[src/rtl/block_sad_search.sv]
// Block SAD disparity search: accumulates one 6x6 SAD row per cycle and tracks the minimum across a search.
// Optional macro SAD_THRESHOLD_EN marks low-confidence results with an all-ones disparity.
module block_sad_search #(
    parameter int BLOCK_SIZE    = 6,
    parameter int MAX_DISPARITY = 16
`ifdef SAD_THRESHOLD_EN
    , parameter int SAD_THRESHOLD = 4000
`endif
) (
    input  logic                                   clk_in,
    input  logic                                   rst_in,
    input  logic                                   valid_in,
    input  logic                                   first_in,
    input  logic                                   last_in,
    input  logic                                   read_front,
    input  logic [BLOCK_SIZE-1:0][8*BLOCK_SIZE-1:0] left_front_buffer,
    input  logic [BLOCK_SIZE-1:0][8*BLOCK_SIZE-1:0] left_back_buffer,
    input  logic [BLOCK_SIZE-1:0][8*BLOCK_SIZE-1:0] right_front_buffer,
    input  logic [BLOCK_SIZE-1:0][8*BLOCK_SIZE-1:0] right_back_buffer,
    output logic                                   ready_out,
    output logic [13:0]                            sad_out,
    output logic                                   sad_valid,
    output logic [$clog2(MAX_DISPARITY)-1:0]       best_disparity,
    output logic [13:0]                            best_sad,
    output logic                                   result_valid,
    output logic                                   overflow_out
);

    localparam int IDX_W = $clog2(MAX_DISPARITY);
    localparam int ROW_W = $clog2(BLOCK_SIZE);

    typedef enum logic [1:0] {IDLE, ACCUM, COMPARE, RESULT} state_t;

    state_t                                  state_q, state_d;
    logic [BLOCK_SIZE-1:0][8*BLOCK_SIZE-1:0] left_q, left_d, right_q, right_d;
    logic                                    first_q, first_d, last_q, last_d;
    logic                                    open_q, open_d, overflow_q, overflow_d;
    logic [ROW_W-1:0]                        row_q, row_d;
    logic [13:0]                             acc_q, acc_d, sad_q, sad_d;
    logic [13:0]                             best_sad_q, best_sad_d;
    logic [IDX_W-1:0]                        index_q, index_d, best_disp_q, best_disp_d;
    logic [IDX_W-1:0]                        cand_idx;
    logic [10:0]                             row_sum;

    function automatic logic [7:0] abs_diff(input logic [7:0] a, input logic [7:0] b);
        return (a > b) ? (a - b) : (b - a);
    endfunction

    always_comb begin
        row_sum = '0;
        for (int p = 0; p < BLOCK_SIZE; p++) begin
            row_sum = row_sum + {3'b000, abs_diff(left_q[row_q][8*p +: 8], right_q[row_q][8*p +: 8])};
        end
    end

    always_comb begin
        state_d     = state_q;
        left_d      = left_q;
        right_d     = right_q;
        first_d     = first_q;
        last_d      = last_q;
        open_d      = open_q;
        overflow_d  = overflow_q;
        row_d       = row_q;
        acc_d       = acc_q;
        sad_d       = sad_q;
        best_sad_d  = best_sad_q;
        best_disp_d = best_disp_q;
        index_d     = index_q;
        cand_idx    = '0;

        case (state_q)
            IDLE: begin
                if (valid_in) begin
                    left_d  = read_front ? left_front_buffer  : left_back_buffer;
                    right_d = read_front ? right_front_buffer : right_back_buffer;
                    first_d = first_in;
                    last_d  = last_in;
                    acc_d   = '0;
                    row_d   = '0;
                    state_d = ACCUM;
                end
            end
            ACCUM: begin
                acc_d = acc_q + {3'b000, row_sum};
                row_d = row_q + ROW_W'(1);
                if (row_q == ROW_W'(BLOCK_SIZE - 1)) begin
                    sad_d   = acc_q + {3'b000, row_sum};
                    state_d = COMPARE;
                end
            end
            COMPARE: begin
                // A first candidate (or one with no open search) restarts the search; it also abandons any open one.
                if (first_q || !open_q) begin
                    index_d     = '0;
                    best_sad_d  = sad_q;
                    best_disp_d = '0;
                    overflow_d  = 1'b0;
                end else begin
                    if (index_q == IDX_W'(MAX_DISPARITY - 1)) begin
                        cand_idx   = index_q;
                        overflow_d = 1'b1;
                    end else begin
                        cand_idx = index_q + IDX_W'(1);
                    end
                    index_d = cand_idx;
                    if (sad_q < best_sad_q) begin
                        best_sad_d  = sad_q;
                        best_disp_d = cand_idx;
                    end
                end
                open_d = 1'b1;
                if (last_q) begin
                    open_d  = 1'b0;
                    state_d = RESULT;
`ifdef SAD_THRESHOLD_EN
                    if (best_sad_d > 14'(SAD_THRESHOLD)) begin
                        best_disp_d = '1;
                    end
`endif
                end else begin
                    state_d = IDLE;
                end
            end
            RESULT: begin
                state_d = IDLE;
            end
            default: begin
                state_d = IDLE;
            end
        endcase
    end

    always_ff @(posedge clk_in) begin
        if (rst_in) begin
            state_q     <= IDLE;
            left_q      <= '0;
            right_q     <= '0;
            first_q     <= 1'b0;
            last_q      <= 1'b0;
            open_q      <= 1'b0;
            overflow_q  <= 1'b0;
            row_q       <= '0;
            acc_q       <= '0;
            sad_q       <= '0;
            best_sad_q  <= '0;
            best_disp_q <= '0;
            index_q     <= '0;
        end else begin
            state_q     <= state_d;
            left_q      <= left_d;
            right_q     <= right_d;
            first_q     <= first_d;
            last_q      <= last_d;
            open_q      <= open_d;
            overflow_q  <= overflow_d;
            row_q       <= row_d;
            acc_q       <= acc_d;
            sad_q       <= sad_d;
            best_sad_q  <= best_sad_d;
            best_disp_q <= best_disp_d;
            index_q     <= index_d;
        end
    end

    assign ready_out      = (state_q == IDLE);
    assign sad_valid      = (state_q == COMPARE);
    assign result_valid   = (state_q == RESULT);
    assign sad_out        = sad_q;
    assign best_sad       = best_sad_q;
    assign best_disparity = best_disp_q;
    assign overflow_out   = overflow_q;

endmodule

[config.mk]
export PLATFORM = sky130hd
export DESIGN_NAME = block_sad_search
export DESIGN_NICKNAME = d
export VERILOG_FILES = /design/src/rtl/block_sad_search.sv
export SDC_FILE = /design/constraint.sdc
export NUM_CORES = 2
export LEC_CHECK = 0
export CORE_AREA = 2 2 462 464
export DETAILED_ROUTE_END_ITERATION = 10
export DIE_AREA = 0 0 464 466
export HOLD_SLACK_MARGIN = 0.03
export PLACE_DENSITY = 0.36
export SYNTH_ARGS = -nofsm -noshare
export SYNTH_HDL_FRONTEND = slang
export SYNTH_SLANG_ARGS = --single-unit
export TNS_END_PERCENT = 100
[constraint.sdc]
create_clock -name clk_in -period 9.4 [get_ports clk_in]
set_input_delay 1.88 -clock clk_in [delete_from_list [all_inputs] [get_ports clk_in]]
set_output_delay 1.88 -clock clk_in [all_outputs]
set_load 0.02 [all_outputs]
# After elaboration in Yosys (flattened, before gate mapping)
# Index checks and enable logic that the tools add are counted.
# word_totals
register_bits,635
inputBits,1158
output_inout_bits,36
# classes
add_sub_neg,20
order_cmp,8
n_eq_ne,7
n_mux,29
n_reduce_logical,12
# ops
op,n
$mux W288,2
$bmux W48 S3,2
$mux W48,2
$sub A8 B8 Y8,12
$gt A8 B8 Y1,6
$mux W8,6
$mux W14,3
$pmux W14 S2,1
$add A11 B8 Y11,2
$mux W4,4
$add A14 B11 Y14,1
$lt A14 B14 Y1,1
$reduce_and A2 Y1,6
$add A10 B8 Y11,1
$add A9 B8 Y10,1
$add A8 B8 Y9,1
$pmux W2 S4,1
$mux W2,3
$pmux W3 S2,1
$reduce_bool A2 Y1,3
$add A4 B1 Y4 const B,1
$eq A2 B2 Y1 const B,2
$eq A4 B4 Y1 const B,1
$lt A3 B4 Y1 const B,1
9 further kinds,12

# Logic depth before layout (Yosys ltp)
# logic_depth
word_depth,11
mapped_depth,33
mapped_depth_nobuf,29

# Worst setup path after synthesis
# No wires, ideal clock.
# synth_timing
kind,reg2reg
start,register row_q[0]
end,register sad_q[12] (netlist: sad_out[12])
setup_ps,70
arrival_time_ps,7185
slack_ps,2144
stages_incl_launch_ff,31
path_buffers,5
cell_sequence,dfxtp_1 -> clkbuf_1 -> buf_2 -> buf_2 -> buf_2 -> mux2i_1 -> nor2_1 -> a21oi_1 -> ha_1 -> inv_1 -> fa_1 -> a21o_1 -> a21oi_1 -> o22ai_1 -> o22ai_1 -> buf_2 -> mux2_1 -> a211oi_2 -> xnor2_1 -> fa_1 -> fa_1 -> fa_1 -> fa_1 -> ha_1 -> a21o_1 -> a21oi_1 -> o211ai_1 -> a221oi_1 -> xnor2_1 -> nand2_1 -> a21oi_1
# synth_between
elab_chain_len,10
# synth_rtl
element,line_no,text
start: declaration,38,"logic [ROW_W-1:0] row_q, row_d;"
start signal: assignment,157,row_q <= row_d;
$bmux W48 S3,52,"row_sum = row_sum + {3'b000, abs_diff(left_q[row_q][8*p +: 8], right_q[row_q][8*p +: 8])};"
$mux W48 (not written as such),52,
$sub A8 B8 Y8 / $gt A8 B8 Y1 (equally long branches),46,return (a > b) ? (a - b) : (b - a);
$mux W8,46,
$add A8 B8 Y9,52,
$add A9 B8 Y10,52,
$add A10 B8 Y11,52,
$add A11 B8 Y11 (2 in series),52,
$add A14 B11 Y14,88,"sad_d = acc_q + {3'b000, row_sum};"
end signal: assignment,145,sad_q <= '0;
end signal: assignment,159,sad_q <= sad_d;
end: declaration,39,"logic [13:0] acc_q, acc_d, sad_q, sad_d;"
# Several ways; a longest one is shown, not always the timed one. The select of a mux whose other input is x is not followed.
# A chain may end at the register's enable or synchronous reset.

# Worst setup path after layout
# layout_timing
start,register row_q[0]
end,register sad_q[11] (netlist: sad_out[11])
# The elaborated chain is that of the path after synthesis.

==> results.json <==
{
  "status": "finished clean",
  "finalPower_mw": 14.7,
  "start_util_pct": 17.5,
  "fmax_ghz": 0.117,
  "layout_common_cells": "clkdlybuf4s50_1 (1191), nor2_1 (714), mux2i_1 (695)",
  "cp_max_fo": 40,
  "viasPerCell": 4.37,
  "async_reset_ff_share_pct": 0,
  "yosys_warnings": 0,
  "hold_viol_final": 0,
  "final_common_cell": "clkdlybuf4s50_1",
  "powerDensity_nw_per_um2": 269,
  "design.core.area_um2": 211000,
  "hold_path_depth": 2,
  "placed_area_um2": 51700,
  "yosys-top-cells-area": "dfxtp_1 (34%), mux2i_1 (19%), a211oi_1 (12%)",
  "grt.busiest_layer": "met2",
  "synth-main-ff-cell": "dfxtp_1",
  "die_h_um": 466,
  "cts_buffer_depth": 3,
  "post-place-ws_ns": 0.855,
  "grt_pass1_vias": 34078,
  "grt_overflow": 0,
  "leakage_nw": 21.1,
  "cts_hold_buffers": 0,
  "layout-drive-gt1-share_pct": 6.09,
  "die_area_um2": 216000,
  "grt_max_degree": 223,
  "ios": 1194,
  "drv_slew": 0,
  "multi_input_area_um2": 22300,
  "drc": 0,
  "drt-pass1-iter-count": 6,
  "grtUsageMet2_pct": 32.0,
  "cts_resized": 0,
  "fillers": 22763,
  "cts_htree_levels": 3,
  "fin_crit_sh_pct": 90.6,
  "grt_usage_pct": 20.1,
  "cts_buffers": 83,
  "timing.rr.start": "row_q[0]",
  "peakVddDrop_mv": 1.45,
  "drt_wl_total_um": 226000,
  "hpwlAfterDp_um": 186000,
  "post-cts-setup-buffers": 0,
  "grt_pass1_wl_um": 299000,
  "fin_area_um2": 54500,
  "min_to": "first_q",
  "worstPathRequired_ns": 9.99,
  "fp-row-count": 169,
  "clock-skew-final_ns": 0.0277,
  "cts_tree": "built",
  "met1_usage_pct": 27.8,
  "rsz0062_at_grt": "false",
  "dp.cells": 7707,
  "seq_area_frac_synth_pct": 34.4,
  "endpoint_kind": "register",
  "clkTransAtPathRegs_ns": 0.06,
  "nNetsFinal": 6304,
  "setup-tns-final_ns": 0,
  "stdcell_count": 7889,
  "root_buffer": "clkbuf_16",
  "cap_violations": 0,
  "place.gp.congestion": 0.921,
  "holdWs_ns": 0.448,
  "crit_arrival_ns": 9.11,
  "hp-start": "first_q",
  "postLayoutCoreUtil_pct": 25.8,
  "critPathKind": "register to register",
  "die_w_um": 464,
  "cts_sinks": 635,
  "postSynthCellCount": 3982,
  "first_iter_violations": 2292,
  "synth_top_cell_area_share_pct": 34.4,
  "synth_edf_count": 0,
  "synth_fp_nets": 5315,
  "wire_per_inst_um": 28.7,
  "area_delta_synth_final_pct": 47.7,
  "synth_area_um2": 36900,
  "vias": 34457,
  "met3_usage_pct": 4.64,
  "insertion_delay_ns": 0.72,
  "tightest_slew_ns": 1.15,
  "ys_ff_latch": 635,
  "r2r_cells": 23,
  "r2r_end": "sad_out[11]",
  "ant_nets": 0,
  "setup_viol": 0,
  "hold_path_class": "register to register",
  "avgSynthCellArea_um2": 9.27,
  "min_period_ns": 8.51,
  "antenna_found_initial": 161,
  "yosys.area.top_type": "dfxtp_1",
  "relSlewSlack_pct": 20.8,
  "critical_path.startpoint_type": "register",
  "synth.distinct_cells": 71,
  "r2r_setup_slack_ns": 0.89,
  "fin_ws_ns": 0.886,
  "io_buffer_count": 1193,
  "regArea_um2": 12700
}
## worst max-delay path by stage
stage | end | depth (start not counted) | start | slack [ns]
floorplan | sad_out[12] | 30 | row_q[0] | 2.14
global placement | sad_out[13] | 25 | row_q[0] | 0.87
detailed placement | sad_out[13] | 25 | row_q[0] | 0.86
CTS | sad_out[13] | 25 | row_q[0] | 0.85
global route | sad_out[12] | 25 | row_q[0] | 0.35
finish | sad_out[11] | 23 | row_q[0] | 0.89
## logic make-up after synthesis
group                      Yosys count  share of synthesized area [%]
adders and majority gates          175                           6.95
xor gates and xnor gates            45                           1.07
buffers and inverters              491                           5.13
muxes                              806                           25.2
and+or+nand+nor                    900                           9.80
AOI/OAI and AO/OA                  930                           17.5
DFF                                635                           34.4
## layout make-up
cell class,instances,share of cell area (%)
Antenna cell,40,0.184
Clock buffer,120,4.38
Clock inverter,22,0.668
Inverter,148,1.02
Multi-Input combinational cell,2856,40.9
Sequential cell,635,23.3
Tap cell,2821,6.47
Timing Repair Buffer,1247,23.0
## flip-flops by register name (all words and copies together), names as in the netlist
name	flops
sad_out	14
row_q	3
first_q	1
last_q	1
best_disparity	4
left_q	288
right_q	288
acc_q	14
index_q	4
overflow_out	1
state_q	2
open_q	1
best_sad	14
## routing by layer
| layer | vias to the layer above | wire, um |
|---|---|---|
| met4 | 62 | 4310 |
| met1 | 16328 | 105000 |
| met3 | 302 | 15400 |
| li1 | 16531 | - |
| met5 | - | 366 |
| met2 | 1234 | 102000 |
## cells in the mapped netlist, types with 3 or more instances
| library cell | n |
|---|---|
| inv_1 | 147 |
| a21oi_1 | 194 |
| ha_1 | 125 |
| nor2_1 | 714 |
| buf_1 | 30 |
| a221oi_1 | 3 |
| fa_1 | 50 |
| a211oi_1 | 584 |
| nor2b_1 | 7 |
| nand2b_1 | 8 |
| a211o_1 | 3 |
| o21a_1 | 4 |
| dfxtp_1 | 635 |
| o31ai_1 | 3 |
| nor4_1 | 4 |
| xor2_1 | 15 |
| nand3_1 | 38 |
| nand4b_1 | 3 |
| or3_1 | 4 |
| o21ai_1 | 4 |
| o21bai_1 | 6 |
| mux2i_1 | 695 |
| nand3b_1 | 3 |
| xnor2_1 | 30 |
| mux4_2 | 96 |
| a31oi_1 | 8 |
| o211ai_1 | 3 |
| nand4_1 | 14 |
| o21ai_4 | 3 |
| o21ai_0 | 48 |
| nor3_1 | 12 |
| clkbuf_1 | 273 |
| o41ai_1 | 4 |
| nand2_1 | 75 |
| a21o_1 | 37 |
| buf_2 | 38 |
| mux2_2 | 13 |
| and2_1 | 8 |
## where the power goes
| group | leakage [nW] | total, mW | internal [mW] | switching, mW |
|---|---|---|---|---|
| Combinational | 14.5 | 8.28 | 3.27 | 5.01 |
| Clock | 1.33 | 3.30 | 1.93 | 1.37 |
| Sequential | 5.25 | 3.08 | 2.92 | 0.159 |
## critical path, cell delays in order (launching register included)
cell and delay [ns]:
dfxtp_4 0.76, buf_12 0.43, mux4_2 0.68, a21oi_1 0.34, ha_1 0.36, a21o_1 0.22
a21oi_1 0.19, o22ai_1 0.11, o22ai_1 0.48, buf_4 0.27, mux2i_1 0.23, a211oi_2 0.07
xnor2_1 0.25, fa_1 0.51, fa_1 0.47, fa_1 0.53, fa_1 0.41, ha_1 0.38
a21o_1 0.20, a21oi_1 0.24, a21boi_0 0.30, o41ai_2 0.46, nor4_1 0.10, a211o_1 0.29
No activity file was read; power rests on OpenSTA's default activity.
